===== src/rtl/count_seq_ctrl.sv =====
// Command-driven sequencer for a WIDTH-bit up-counter: runs (repeat+1) wrap
// periods of (limit+1) cycles each, then posts a completion record.
module count_seq_ctrl #(
  parameter int WIDTH = 4,
  parameter int RPT_W = 4
) (
  input  logic             clk,
  input  logic             rst,
  input  logic             cmd_valid,
  output logic             cmd_ready,
  input  logic [WIDTH-1:0] cmd_limit,
  input  logic [RPT_W-1:0] cmd_repeat,
  input  logic             pause,
  input  logic             abort,
  output logic [WIDTH-1:0] count,
  output logic             tick,
  output logic             busy,
  output logic             done_valid,
  input  logic             done_ready,
  output logic             done_aborted,
  output logic [RPT_W:0]   done_periods
);

  typedef enum logic [1:0] {IDLE, RUN, DONE} state_e;

  state_e           state_q;
  logic [WIDTH-1:0] count_q;
  logic [WIDTH-1:0] limit_q;
  logic [RPT_W-1:0] remain_q;
  logic [RPT_W:0]   periods_q;
  logic             aborted_q;
  logic             at_term;

  assign at_term = (count_q == limit_q);

  always_ff @(posedge clk) begin
    if (rst) begin
      state_q   <= IDLE;
      count_q   <= '0;
      limit_q   <= '0;
      remain_q  <= '0;
      periods_q <= '0;
      aborted_q <= 1'b0;
    end else begin
      case (state_q)
        IDLE: begin
          count_q <= '0;
          if (cmd_valid) begin
            limit_q   <= cmd_limit;
            remain_q  <= cmd_repeat;
            periods_q <= '0;
            aborted_q <= 1'b0;
            state_q   <= RUN;
          end
        end
        RUN: begin
          // abort outranks pause, which outranks the terminal-count check
          if (abort) begin
            count_q   <= '0;
            aborted_q <= 1'b1;
            state_q   <= DONE;
          end else if (!pause) begin
            if (at_term) begin
              count_q   <= '0;
              periods_q <= periods_q + 1'b1;
              if (remain_q == '0) begin
                state_q <= DONE;
              end else begin
                remain_q <= remain_q - 1'b1;
              end
            end else begin
              count_q <= count_q + 1'b1;
            end
          end
        end
        DONE: begin
          count_q <= '0;
          if (done_ready) begin
            state_q <= IDLE;
          end
        end
        default: state_q <= IDLE;
      endcase
    end
  end

  assign cmd_ready    = (state_q == IDLE);
  assign busy         = (state_q != IDLE);
  assign done_valid   = (state_q == DONE);
  assign tick         = (state_q == RUN) && !pause && !abort && at_term;
  assign count        = count_q;
  assign done_aborted = aborted_q;
  assign done_periods = periods_q;

endmodule


===== config.mk =====
export PLATFORM = sky130hd
export DESIGN_NAME = count_seq_ctrl
export DESIGN_NICKNAME = d
export VERILOG_FILES = /design/src/rtl/count_seq_ctrl.sv
export SDC_FILE = /design/constraint.sdc
export NUM_CORES = 1
export LEC_CHECK = 0
export BUFFER_PORTS_ARGS = -buffer_cell sky130_fd_sc_hd__buf_2
export CORE_MARGIN = 8
export CORE_UTILIZATION = 50
export CTS_CLUSTER_DIAMETER = 80
export DETAILED_ROUTE_END_ITERATION = 10
export MAX_ROUTING_LAYER = met4
export PLACE_DENSITY = 0.77
export RECOVER_POWER = 25
export SLEW_MARGIN = 20
export SYNTH_ARGS = -nofsm -noshare
export SYNTH_HDL_FRONTEND = slang
export SYNTH_SLANG_ARGS = --single-unit

===== constraint.sdc =====
create_clock -name clk -period 2.1 [get_ports clk]
set_input_delay 0 -clock clk [delete_from_list [all_inputs] [get_ports clk]]
set_output_delay 0 -clock clk [all_outputs]
set_load 0.02 [all_outputs]

==> summary.txt <==
Status
  • Outcome: completed

Power and ir drop
  • Power Internal: between 0.0005 and 0.0006 W
  • Peak VDD IR: between 0.4 and 0.5 mV
  • Net switching power: approximately 0.00026 W
  • Comb power frac: about 28%
  • Clock power frac: 20.9%
  • Cell area power density: slightly above 600 nW/um^2
  • Seq pwr share: between 50% and 60%
  • Switching fraction of total power: 31.3%
  • Leak Pwr: around 0.58 nW

Logic synthesis
  • Post-Synthesis Net Count: approximately 140
  • Share of the synthesized area in the top cell type: ~36%
  • Most numerous cell in the Yosys netlist: sky130_fd_sc_hd__dfxtp_1
  • Seq cells post-synth: 20
  • Commonest cells post-synth: 20 x sky130_fd_sc_hd__dfxtp_1, 12 x sky130_fd_sc_hd__o21ai_0, 11 x sky130_fd_sc_hd__nor2_1
  • Summed instance area of the synthesized netlist: approximately 1100 um^2
  • Post-synthesis instance total: approximately 130
  • Dominant combinational cell family by area after synthesis: compound AO/OA/AOI/OAI gates
  • Share of the yosys chip area belonging to registers: 36.4%
  • Ys async rst share: 0%
  • Synthesis warning total: 0
  • Cells taking the most area after synthesis: sky130_fd_sc_hd__dfxtp_1 36%, sky130_fd_sc_hd__o21ai_0 5.5%, sky130_fd_sc_hd__mux2i_1 4.6%
  • Most used DFF post-synth: sky130_fd_sc_hd__dfxtp_1
  • XOR/XNOR share of the synthesized area: between 3 and 4%
  • Area fraction in compound gates after synthesis: about a quarter
  • Post-synthesis cell type count: 42
  • Post-synth top area cell: sky130_fd_sc_hd__dfxtp_1
  • Post-synthesis share of cell area spent on and, or, nand and nor gates: 21.5%
  • Synthesized area divided by synthesized cell count: approximately 8.7 um^2
  • Post-synthesis adder-cell area fraction: 3.42%
  • Post-synth EDFFs: 0
  • Post-synthesis mux area share: roughly 4.6%

CTS
  • Clock root buffer: sky130_fd_sc_hd__clkbuf_4
  • Clock Path Buffers: 2
  • # Post-CTS Setup Buffers: 0
  • Worst-skew pair later-pin latency: 0.29 ns
  • CTS Buf Count: 3
  • Clock tree from TritonCTS: done
  • CTS H-tree lvls: 1
  • Clock sink count: 20
  • Clock transition at path regs: around 0.11 ns

Global route
  • Congestion Overflow GR: 0
  • Wire length of the first global-routing pass: 4750 um
  • Vias in the first global route: 1094
  • Overall Global Routing Usage: ~15%
  • Number of antenna violations at the first check in global routing: 0
  • Largest net degree at the start of global routing: 19

Floorplan
  • Std-Cell Core Area: between 2000 and 2500 um^2
  • Count of boundary I/O pins: 28
  • Effective utilization at floorplan: 51.1%
  • Number of placement rows: 17
  • Total die area: just under 4000 um^2
  • Die boundary width: approximately 63 um
  • Die Span Y: 62.9 um

Route
  • Starting DRT DRC Count: 56
  • Drt pass-1 iters: 4
  • Routed wire length: ~2800 um
  • Routed via count divided by cell count: roughly 5.8
  • DR DRC count: 0
  • Average routed wire per standard cell: around 15 um
  • Vias: 1100
  • Number of routed nets with antenna violations: 0

STA
  • Final setup fails: 0
  • Final cycle utilization of the critical path: between 90% and 100%
  • Post-route minimum period: between 1.5 and 2 ns
  • Fmax: 0.519 GHz
  • Worst rel slew slack: between 60% and 70%
  • Total count of hold-check failures in the final report: 0
  • Setup repair after global routing missed its margin: false
  • Max-slew violation total from the final report: 0
  • Setup Skew: 0.00504 ns
  • Actual transition at the worst max-transition pin: around 0.56 ns
  • Hold WS: approximately 0.056 ns
  • TNS Setup: 0 ns

Setup path
  • Launching element type of the critical path: flop
  • Worst endpoint data arrival time: 1.93 ns
  • Register-to-register setup slack: roughly 0.21 ns
  • Crit path max-delay cell type: sky130_fd_sc_hd__or4_2
  • WP data required: around 2.1 ns
  • Series of cell instances along the critical path: xor2_1 -> or4_2 -> nor2_1 -> buf_2
  • Worst R2R Path Depth: 4
  • Maximum single-stage delay on the critical path: roughly 0.71 ns
  • Setup CP Type: reg2out
  • Maximum net fanout on the critical path: 6
  • Critical R2R Capture: remain_q[2]
  • Launching point of the worst reg2reg path: state_q[0]
  • Worst setup EP type: primary output

Final layout
  • Nets: 180
  • Cell Count, Final, Fillers Out: between 150 and 200
  • Number of antenna diodes: 0
  • Area added between synthesis and finish: 23.6%
  • Share of post-route cells with drive strength above 1: between 20% and 30%

Hold path
  • Instance count along the most critical hold path: 3
  • End point of the worst hold path: remain_q[1]
  • HP Class: in2reg
  • Hold_sp: cmd_repeat[1]

Job
  • Max-cap violations: 0

Place
  • Gpl congestion: between 0.8 and 0.9
  • Detailed Place HPWL: 2070 um
  • Dpl cells: 180
  • Port bufs: 27
==> layer usage <==
| layer | track usage [%] | up-vias | routed length [um] |
|---|---|---|---|
| met5 | - | - | 0 |
| met1 | 15.9 | 506 | 1270 |
| met4 | 6.27 | 0 | 17 |
| met3 | 3.58 | 2 | 163 |
| met2 | 25.2 | 39 | 1340 |
| li1 | - | 553 | - |
==> how the worst max path moves through the flow <==
| stage | from | endpoint | slack, ns | cells past startpoint |
|---|---|---|---|---|
| detailed placement | count[0] | remain_q[2] | 0.19 | 4 |
| CTS | count[0] | remain_q[2] | 0.14 | 4 |
| floorplan | count[1] | done_periods[0] | 0.26 | 4 |
| global placement | count[0] | remain_q[2] | 0.30 | 4 |
| finish | count[0] | tick | 0.17 | 4 |
| global route | state_q[0] | remain_q[2] | 0.04 | 4 |
==> state kept, by name (all words and copies together) (netlist names) <==
name,cells
remain_q,4
done_periods,5
done_aborted,1
count,4
state_q,2
limit_q,4
==> cell families after synthesis <==
family | count (synthesis)
multiplexers | 5
buffers and inverters | 11
XOR/XNOR | 5
adder cells (fa/ha/maj) | 3
flip-flops | 20
AO/OA/AOI/OAI | 41
AND/OR/NAND/NOR | 41
==> worst max-delay path, delay by kind of cell (launching register included) <==
family        cells  cell delay (ns)
xor+xnor          1             0.17
buf+inv           1             0.18
flops             1             0.43
simple gates      2             0.86
==> timing repair <==
item	CTS	global route
hold buffers	6	0
resized for setup	0	1
hold endpoints to repair	6	0
endpoints found under the setup margin	0	2
==> layout make-up <==
class                   count  area, um^2
clock buffers               3        22.5
fillers                   195         791
inverters                   5        18.8
multi-input cells          95         658
flip-flops and latches     20         400
well taps                  28        35.0
repair buffers             38         223
==> layout by cell type (no fill, tap or decap), drive strengths merged, types with 5 or more instances in the layout <==
cell | synthesis | routed
a21oi | 5 | 5
buf | 2 | 24
clkbuf | 4 | 11
dfxtp | 20 | 20
dlygate4sd3 | 0 | 6
inv | 5 | 5
mux2i | 5 | 5
nand2 | 5 | 5
nor2 | 11 | 11
o21ai | 12 | 12
==> power groups by stage <==
stage	combinational [W]	sequential (W)	clock (W)
4_1_cts	0.000228	0.000427	0.000185
2_1_floorplan	0.000162	0.000430	0
5_1_grt	0.000258	0.000431	0.000193
6_report	0.000231	0.000428	0.000174
3_3_place_gp	0.000214	0.000434	0
3_5_place_dp	0.000219	0.000436	0
==> stage by stage <==
step / setup slack, ns / instance area, um^2 / power, W / util, %
2_1_floorplan: 0.264 / 1100 / 0.000592 / -
6_report: 0.173 / 1360 / 0.000833 / 63.2
3_3_place_gp: 0.303 / 1280 / 0.000648 / 59.5
5_1_grt: 0.0400 / 1360 / 0.000881 / 63.2
3_5_place_dp: 0.188 / 1280 / 0.000654 / 59.5
4_1_cts: 0.135 / 1360 / 0.000840 / 63.4
(Power assumes the default switching activity.)
